===== config.mk =====
export PLATFORM = sky130hd
export DESIGN_NAME = pulse_window_ctrl
export DESIGN_NICKNAME = d
export VERILOG_FILES = /design/src/rtl/pulse_window_ctrl.sv
export SDC_FILE = /design/constraint.sdc
export NUM_CORES = 1
export LEC_CHECK = 0
export CORE_UTILIZATION = 57
export CTS_CLUSTER_DIAMETER = 30
export CTS_CLUSTER_SIZE = 20
export DETAILED_ROUTE_END_ITERATION = 7
export PLACE_DENSITY = 0.8
export SLEW_MARGIN = 30
export SYNTH_ARGS = -nofsm -noshare
export SYNTH_HDL_FRONTEND = slang
export SYNTH_SLANG_ARGS = --single-unit

===== constraint.sdc =====
create_clock -name clk -period 2.31 [get_ports clk]
set_input_delay 0.462 -clock clk [delete_from_list [all_inputs] [get_ports clk]]
set_output_delay 0.462 -clock clk [all_outputs]
set_load 0.02 [all_outputs]

===== src/rtl/pulse_window_ctrl.sv =====
// Window sequencer for the pulse monitor: counts beats per fixed-length window
// and keeps the last four window counts for the downstream 4-sample averager.
module pulse_window_ctrl #(
  parameter int WINDOW_CYCLES = 100_000_000
) (
  input  logic       clk,
  input  logic       rst,
  input  logic       enable,
  input  logic       pulse_in,
  output logic [5:0] count1,
  output logic [5:0] count2,
  output logic [5:0] count3,
  output logic [5:0] count4,
  output logic       win_done,
  output logic       avg_valid
);

  localparam int            TW       = $clog2(WINDOW_CYCLES);
  localparam logic [TW-1:0] LAST_CYC = TW'(WINDOW_CYCLES - 1);
  localparam logic [5:0]    CNT_MAX  = 6'd63;

  typedef enum logic [1:0] {IDLE, FILL, RUN} state_t;

  state_t        state, state_next;
  logic [TW-1:0] timer, timer_next;
  logic [5:0]    live, live_next;
  logic [1:0]    fill, fill_next;
  logic [5:0]    count1_next, count2_next, count3_next, count4_next;
  logic          win_done_next, avg_valid_next;
  logic [5:0]    live_inc;
  logic          window_end;

  // Saturating count including this cycle's pulse; also feeds count1 at window end.
  assign live_inc   = (pulse_in && live != CNT_MAX) ? live + 6'd1 : live;
  assign window_end = (timer == LAST_CYC);

  // NOTE: every signal written here gets a default first so no path leaves it
  // unassigned; otherwise synthesis would infer a latch to hold the old value.
  always_comb begin
    state_next     = state;
    timer_next     = timer;
    live_next      = live;
    fill_next      = fill;
    count1_next    = count1;
    count2_next    = count2;
    count3_next    = count3;
    count4_next    = count4;
    win_done_next  = 1'b0;
    avg_valid_next = avg_valid;

    if (!enable) begin
      // Dropping enable beats a coincident window end: no update, no strobe.
      state_next     = IDLE;
      timer_next     = '0;
      live_next      = '0;
      fill_next      = '0;
      count1_next    = '0;
      count2_next    = '0;
      count3_next    = '0;
      count4_next    = '0;
      avg_valid_next = 1'b0;
    end else begin
      case (state)
        IDLE: begin
          state_next = FILL;
          timer_next = '0;
          live_next  = '0;
        end
        FILL, RUN: begin
          if (window_end) begin
            timer_next    = '0;
            live_next     = '0;
            count4_next   = count3;
            count3_next   = count2;
            count2_next   = count1;
            count1_next   = live_inc;
            win_done_next = 1'b1;
            if (state == FILL) begin
              fill_next = fill + 2'd1;
              if (fill == 2'd3) begin
                state_next     = RUN;
                avg_valid_next = 1'b1;
              end
            end
          end else begin
            timer_next = timer + TW'(1);
            live_next  = live_inc;
          end
        end
        default: state_next = IDLE;
      endcase
    end
  end

  // NOTE: state registers use non-blocking assignments so every flop samples
  // pre-edge values regardless of statement order.
  always_ff @(posedge clk or posedge rst) begin
    if (rst) begin
      state     <= IDLE;
      timer     <= '0;
      live      <= '0;
      fill      <= '0;
      count1    <= '0;
      count2    <= '0;
      count3    <= '0;
      count4    <= '0;
      win_done  <= 1'b0;
      avg_valid <= 1'b0;
    end else begin
      state     <= state_next;
      timer     <= timer_next;
      live      <= live_next;
      fill      <= fill_next;
      count1    <= count1_next;
      count2    <= count2_next;
      count3    <= count3_next;
      count4    <= count4_next;
      win_done  <= win_done_next;
      avg_valid <= avg_valid_next;
    end
  end

endmodule


==> results of run 1 <==
-- logic make-up after synthesis --
| group | Yosys count | share of synthesized area, % |
|---|---|---|
| compound gates | 54 | 12.3 |
| xor+xnor | 23 | 6.35 |
| fa+ha+maj | 6 | 2.37 |
| buf+inv | 20 | 3.12 |
| flops | 63 | 49.7 |
| mux | 4 | 1.26 |
| simple gates | 159 | 24.9 |
-- per-layer routing --
layer	wire [um]	GRT usage, %	vias to the layer above
met1	3280	37.0	1203
met5	0	0	-
met4	119	11.2	0
met2	2970	35.0	56
li1	-	-	1221
met3	277	4.07	12
-- cell usage in the layout (no fill, tap or decap), types with 9 or more instances in the layout --
cell	n
a21boi_0	21
buf_4	9
clkbuf_8	10
clkdlybuf4s50_1	29
dfrtp_1	63
nand2_1	61
nand3_1	14
nand4_1	14
nor2_1	28
o21ai_0	10
xnor2_1	12
xor2_1	11
-- flip-flops by register name (all words and copies together) (netlist names), 2 cells and up --
register and flops:
count1 6, count2 6, count3 6, count4 6
fill 2, live 6, state 2, timer 27
-- area by class of cell --
class	instances	area, um^2	share of cell area (%)
sequential	63	1580	41.6
multi-input combinational	246	1500	39.5
timing repair buffer	41	418	11.0
clock buffer	12	145	3.83
tap	70	87.6	2.31
clock inverter	4	45.0	1.19
inverter	5	18.8	0.495
-- power by group --
| part | switching [mW] | leakage [nW] | internal [mW] |
|---|---|---|---|
| clock network | 0.412 | 0.100 | 0.523 |
| logic | 0.129 | 0.593 | 0.0799 |
| registers | 0.0115 | 0.878 | 1.11 |
-- critical path, cell delays in order (launching register included) --
cell and delay, ps:
dfrtp_1 400, ha_1 200, and3_1 220, nand4_1 250, o31ai_4 550, o21ai_1 200, a21o_1 210
-- path summary, 6_finish.rpt --
kind,from,endpoint,slack [ps]
min reg2reg,count4[5],count4[5],520
max reg2reg,timer[0],live[0],160
min,rst,timer[16],390
max,timer[0],live[0],160
max in group asynchronous,rst,count3[3],1360
min in group clk,count4[5],count4[5],520
==> flow_summary.json, run 1 <==
{
  "startpoint_type": "flip-flop",
  "path_class": "reg -> reg",
  "rows": 26,
  "reg2regPathDepth": 6,
  "drc": 0,
  "pre_cts_ws_ps": 90.4,
  "critPathArrivalTime_ps": 2380,
  "vias": 2492,
  "maxCapViolations": 0,
  "setup_viol": 0,
  "coreArea_um2": 5240,
  "dp_hpwl_um": 4600,
  "fill_cells": 390,
  "cts_root_buf": "clkbuf_8",
  "yosysSeqAreaShare_pct": 49.7,
  "cts_hold_buf": 0,
  "p_leak_nw": 1.57,
  "grt_antenna_before_repair": 0,
  "synth-seq-cells": 63,
  "cts_setup_buffers": 0,
  "overflow": 0,
  "start_util_pct": 60.6,
  "synth_cell_types": 45,
  "synth_top_cell_by_area": "dfrtp_1",
  "final.setup.tns_ps": 0,
  "port_buffers": 29,
  "numCtsBuffers": 9,
  "die_y_um": 76.6,
  "power.density_nw_per_um2": 599,
  "worstPathMaxFanout": 10,
  "insertedDiodeCount": 0,
  "power.total_mw": 2.27,
  "period_share_pct": 93.2,
  "synth.most_common_cell": "dfrtp_1",
  "status": "finished clean",
  "final_util_pct": 72.3,
  "synth_common_cells": "dfrtp_1, nand2_1, nor2_1",
  "end_kind": "flip-flop",
  "syn-cell-area_um2": 3170,
  "final_max_slew_viol_count": 0,
  "htree_levels": 3,
  "dieArea_um2": 5870,
  "async_flop_share_pct": 100,
  "hp-class": "in -> async",
  "grt_pass1_vias": 2321,
  "dr.pass1.iters": 4,
  "syn-instance-count": 329,
  "gp_congestion": 0.923,
  "via_per_inst": 5.65,
  "wl_um": 6640,
  "cts_sinks": 63,
  "clk_path_buf_depth": 2,
  "clk_pin_slew_ps": 70,
  "cts_tree": "done",
  "syn_nets": 339,
  "layoutNonFillerInstCount": 441,
  "placed_area_um2": 3600,
  "tightest_slew_ps": 473,
  "ant_nets": 0,
  "final_hold_viol_count": 0,
  "drt_iter0_markers": 193,
  "yosysWarnings": 0,
  "clk-insertion-delay-late_ps": 340,
  "drive_gt1_share_pct": 9.16,
  "relSlewSlack_pct": 68.3,
  "clock_skew_ps": 8.92,
  "whs_ps": 388,
  "syn_to_final_growth_pct": 19.4,
  "place_inst": 425,
  "ctsResizeCount": 0,
  "syn_area_per_cell_um2": 9.64,
  "ir_worst_vdd_mv": 0.563,
  "grt_pass1_wl_um": 11200,
  "grt_max_degree": 51,
  "synthFlopType": "dfrtp_1",
  "fin_ws_ps": 158,
  "wl_per_cell_um": 15.1,
  "fin_area_um2": 3790,
  "synth_top_area_share_pct": 49.7,
  "fmax_mhz": 465,
  "ios": 30,
  "nNetsFinal": 376,
  "die_w_um": 76.6,
  "layout_min_cycle_time_ps": 2150,
  "grt.total_usage_pct": 24.7,
  "synth-edff-count": 0,
  "rsz0062_at_grt": "no",
  "synth_area_leaders": "dfrtp_1, nand2_1, a21boi_0",
  "required_ps": 2540
}
Note: power is estimated with default switching activity, not from simulation.
==> run 2: changes to the inputs <==
SLEW_MARGIN = unset   (was 30)
clock period = 2.4 ns   (was 2.31 ns; I/O delays follow)
==> run 2 against run 1 <==
Global-route usage is 1.1 points lower. Maximum frequency is 1.7% higher. Hold slack better by 130 ps. Die area stayed put. Clock power is 3.6% lower. Sequential power is 4% lower. Critical endpoint unchanged. Largest power group unchanged. Highest routed layer unchanged.
==> flow_summary.json, run 2 (same netlist as run 1, synthesis figures left out) <==
{
  "status": "finished clean",
  "wl_per_cell_um": 14.2,
  "largest_register_ffs": 27,
  "final_max_slew_viol_count": 0,
  "clk_path_buf_depth": 2,
  "htree_levels": 3,
  "clk-insertion-delay-late_ps": 320,
  "cts_hold_buf": 0,
  "dieArea_um2": 5870,
  "port_buffers": 29,
  "multi_input_area_um2": 1500,
  "grt_pass1_vias": 2210,
  "required_ps": 2620,
  "cts_sinks": 63,
  "drt_iter0_markers": 209,
  "final_util_pct": 72.2,
  "layout_commonest_cell": "dfrtp_1",
  "insertedDiodeCount": 0,
  "regMostFlops": "timer",
  "final_hold_viol_count": 0,
  "ios": 30,
  "dp_hpwl_um": 4350,
  "mostFrequentLayoutCells": "dfrtp_1, nand2_1, clkdlybuf4s50_1",
  "layout_min_cycle_time_ps": 2120,
  "ant_nets": 0,
  "ir_worst_vdd_mv": 0.446,
  "grt_antenna_before_repair": 0,
  "final.setup.tns_ps": 0,
  "seqCellArea_um2": 1580,
  "period_share_pct": 88.2,
  "start_util_pct": 60.6,
  "dr.pass1.iters": 4,
  "timing.reg2reg.setup_slack_ps": 280,
  "overflow": 0,
  "vias": 2467,
  "maxCapViolations": 0,
  "wl_um": 6250,
  "tightest_slew_ps": 483,
  "grt_pass1_wl_um": 10800,
  "die_y_um": 76.6,
  "drc": 0,
  "ctsResizeCount": 0,
  "cts_tree": "done",
  "clock_skew_ps": 4.67,
  "nNetsFinal": 376,
  "cts_root_buf": "clkbuf_8",
  "fmax_mhz": 473,
  "hp-class": "reg -> reg",
  "coreArea_um2": 5240,
  "startpoint_type": "flip-flop",
  "gp_congestion": 0.921,
  "p_leak_nw": 1.57,
  "numCtsBuffers": 9,
  "drive_gt1_share_pct": 9.46,
  "via_per_inst": 5.61,
  "die_w_um": 76.6,
  "worstPathMaxFanout": 10,
  "rows": 26,
  "end_kind": "flip-flop",
  "syn_to_final_growth_pct": 19.2,
  "grt.total_usage_pct": 23.6,
  "cts_setup_buffers": 0,
  "setup_viol": 0,
  "rsz0062_at_grt": "no",
  "fill_cells": 369,
  "relSlewSlack_pct": 67.8,
  "path_class": "reg -> reg",
  "power.density_nw_per_um2": 577,
  "grt_max_degree": 64,
  "clk_pin_slew_ps": 60,
  "critPathArrivalTime_ps": 2330
}
[run 2: cell count changes in the layout (fill, tap and decap cells not counted), sizes merged]
cell,delta
clkbuf,-1
[run 2: layout make-up]
type	instances	share of cell area, %
Timing Repair Buffer	41	10.7
Sequential cell	63	41.7
Inverter	5	0.496
Tap cell	70	2.32
Clock inverter	4	1.19
Clock buffer	11	4.00
Multi-Input combinational cell	246	39.6
[run 2: critical path, stage by stage, from the launching register on]
cell     delay (ps)
dfrtp_1         410
ha_1            200
and3_1          220
nand4_1         240
o31ai_4         550
o21ai_1         190
a21o_1          200
[run 2: final timing paths]
kind                           start         to  depth (start not counted)
max                         timer[0]    live[0]                          6
min                        avg_valid  avg_valid                          2
max reg2reg                 timer[0]    live[0]                          6
min reg2reg                avg_valid  avg_valid                          2
max in group asynchronous        rst   timer[6]                          3
min in group asynchronous        rst  timer[10]                          3
[run 2: power by group]
group	switching [mW]	leakage (nW)	internal [mW]
clock	0.376	0.105	0.525
combinational	0.121	0.591	0.0763
sequential	0.0112	0.878	1.07
[run 2: layer usage]
layer	wire (um)	vias to the layer above	part of all wire, %	track usage, %
met5	0	-	0	0
met4	75	0	1.2	10.4
met3	229	7	3.7	3.59
met2	2720	51	43	32.2
met1	3220	1186	52	36.7
li1	-	1223	-	-
[run 2: stage by stage]
step	worst slack [ps]	std cells	cell area, um^2	hold slack, ps	power, mW
6_report	284	440	3780	523	2.18
3_5_place_dp	195	425	3590	513	1.30
3_3_place_gp	210	425	3590	504	1.30
2_1_floorplan	350	329	3170	496	1.24
5_1_grt	157	440	3780	556	2.28
4_1_cts	301	440	3780	528	2.20
==> run 3: changes to the inputs <==
GPL_TIMING_DRIVEN = 0   (was unset)
==> run 3 against run 2 <==
Non-clock buffer count grew 3. Routed wire length is 8.1% higher. Final cell count rose by 0.91%. Power rose by 2.3%. Critical endpoint is now timer[14]. Worst setup slack got worse by 120 ps.
==> flow_summary.json, run 3 (same netlist as run 1, synthesis figures left out) <==
{
  "fin_ws_ps": 167,
  "cts_root_buf": "clkbuf_8",
  "grt_max_degree": 44,
  "dieArea_um2": 5870,
  "seqCellArea_um2": 1580,
  "reg2regPathDepth": 8,
  "wl_um": 6750,
  "drc": 0,
  "die_y_um": 76.6,
  "largest_register_ffs": 27,
  "vias": 2516,
  "placed_area_um2": 3570,
  "rows": 26,
  "drive_gt1_share_pct": 8.82,
  "dr.pass1.iters": 4,
  "ant_nets": 0,
  "layout_commonest_cell": "dfrtp_1",
  "gr-usage-met2_pct": 39.4,
  "clk-insertion-delay-late_ps": 350,
  "rr_startpoint": "state[0]",
  "grt_pass1_vias": 2460,
  "fin_area_um2": 3780,
  "globalRoute.busiestLayer": "met2",
  "place_inst": 429,
  "pre_cts_ws_ps": -288,
  "htree_levels": 3,
  "grt_pass1_wl_um": 12000,
  "overflow": 0,
  "coreArea_um2": 5240,
  "worstPathMaxFanout": 7,
  "ios": 30,
  "setup_viol": 0,
  "final_max_slew_viol_count": 0,
  "cts_sinks": 63,
  "use_met3_pct": 8.98,
  "gp_congestion": 0.822,
  "clock_skew_ps": 6.66,
  "startpoint_type": "flip-flop",
  "multi_input_area_um2": 1500,
  "met1_usage_pct": 37.4,
  "layoutNonFillerInstCount": 444,
  "grt.total_usage_pct": 26.5,
  "tightest_slew_ps": 507,
  "timing.reg2reg.setup_slack_ps": 170,
  "dp_hpwl_um": 4770,
  "grt_antenna_before_repair": 0,
  "layout_min_cycle_time_ps": 2230,
  "rsz0062_at_grt": "no",
  "end_kind": "flip-flop",
  "cts_tree": "done",
  "ir_worst_vdd_mv": 0.463,
  "port_buffers": 29,
  "p_leak_nw": 1.57,
  "nNetsFinal": 379,
  "maxCapViolations": 0,
  "regMostFlops": "timer",
  "clk_path_buf_depth": 2,
  "final_hold_viol_count": 0,
  "insertedDiodeCount": 0,
  "r2r_end": "timer[14]",
  "mostFrequentLayoutCells": "dfrtp_1, nand2_1, clkdlybuf4s50_1",
  "start_util_pct": 60.6,
  "die_w_um": 76.6,
  "fill_cells": 406,
  "critPathArrivalTime_ps": 2470,
  "period_share_pct": 93.0,
  "fmax_mhz": 448,
  "drt_iter0_markers": 165,
  "required_ps": 2640,
  "whs_ps": 469,
  "power.density_nw_per_um2": 591,
  "status": "finished clean",
  "cts_hold_buf": 0,
  "relSlewSlack_pct": 66.2,
  "via_per_inst": 5.67,
  "hp-class": "in -> async",
  "clk_pin_slew_ps": 70,
  "wl_per_cell_um": 15.2,
  "syn_to_final_growth_pct": 19.1,
  "numCtsBuffers": 9,
  "path_class": "reg -> reg"
}
[run 3: critical path, cell delays in order (launching register included)]
cell      delay, ps
dfrtp_1         370
inv_1            70
ha_1            360
or3b_2          450
clkbuf_1        210
and3_2          290
nand4_1         130
xor2_1          190
nor2_1           50
[run 3: metal layers]
| metal | up-vias | routed length [um] |
|---|---|---|
| met5 | - | 0 |
| met4 | 0 | 60 |
| met3 | 7 | 296 |
| met2 | 54 | 3090 |
| met1 | 1226 | 3310 |
| li1 | 1229 | - |
[run 3: worst max path at each step]
stage / cells after the start / startpoint / slack, ps / to
CTS: 9 / state[0] / 50 / timer[14]
global placement: 2 / rst / -750 / live[0]
finish: 8 / state[0] / 170 / timer[14]
floorplan: 1 / rst / 350 / avg_valid
detailed placement: 8 / enable / -290 / timer[14]
global route: 8 / state[0] / 6 / timer[26]
[run 3: area by class of cell]
cell class                      count  area share [%]
Inverter                            5           0.497
Multi-Input combinational cell    246            39.7
Clock inverter                      3            1.06
Clock buffer                       13            4.47
Sequential cell                    63            41.7
Timing Repair Buffer               30            8.21
Buffer                             14            2.05
Tap cell                           70            2.32
[run 3: per-stage QoR]
step / setup TNS (ps) / total power, mW / utilization [%]
final: 0 / 2.23 / 72.1
after global placement: -48710 / 1.28 / 67.8
after CTS: 0 / 2.25 / 72.2
after floorplan: 0 / 1.24 / -
after detailed placement: -2130 / 1.29 / 68.2
after global routing: 0 / 2.32 / 72.1
[run 3: report_power, final]
part           leakage, nW  switching [mW]  internal (mW)
clock network        0.109           0.396          0.561
logic                0.581           0.125         0.0656
registers            0.878          0.0118           1.07
total                 1.57           0.532           1.70
[run 3: timing repair]
item                                    4_1_cts  5_1_grt
setup buffers                                 0        0
gates resized for setup                       0        3
endpoints found under the setup margin        0        8
endpoints found under the hold margin         0        0
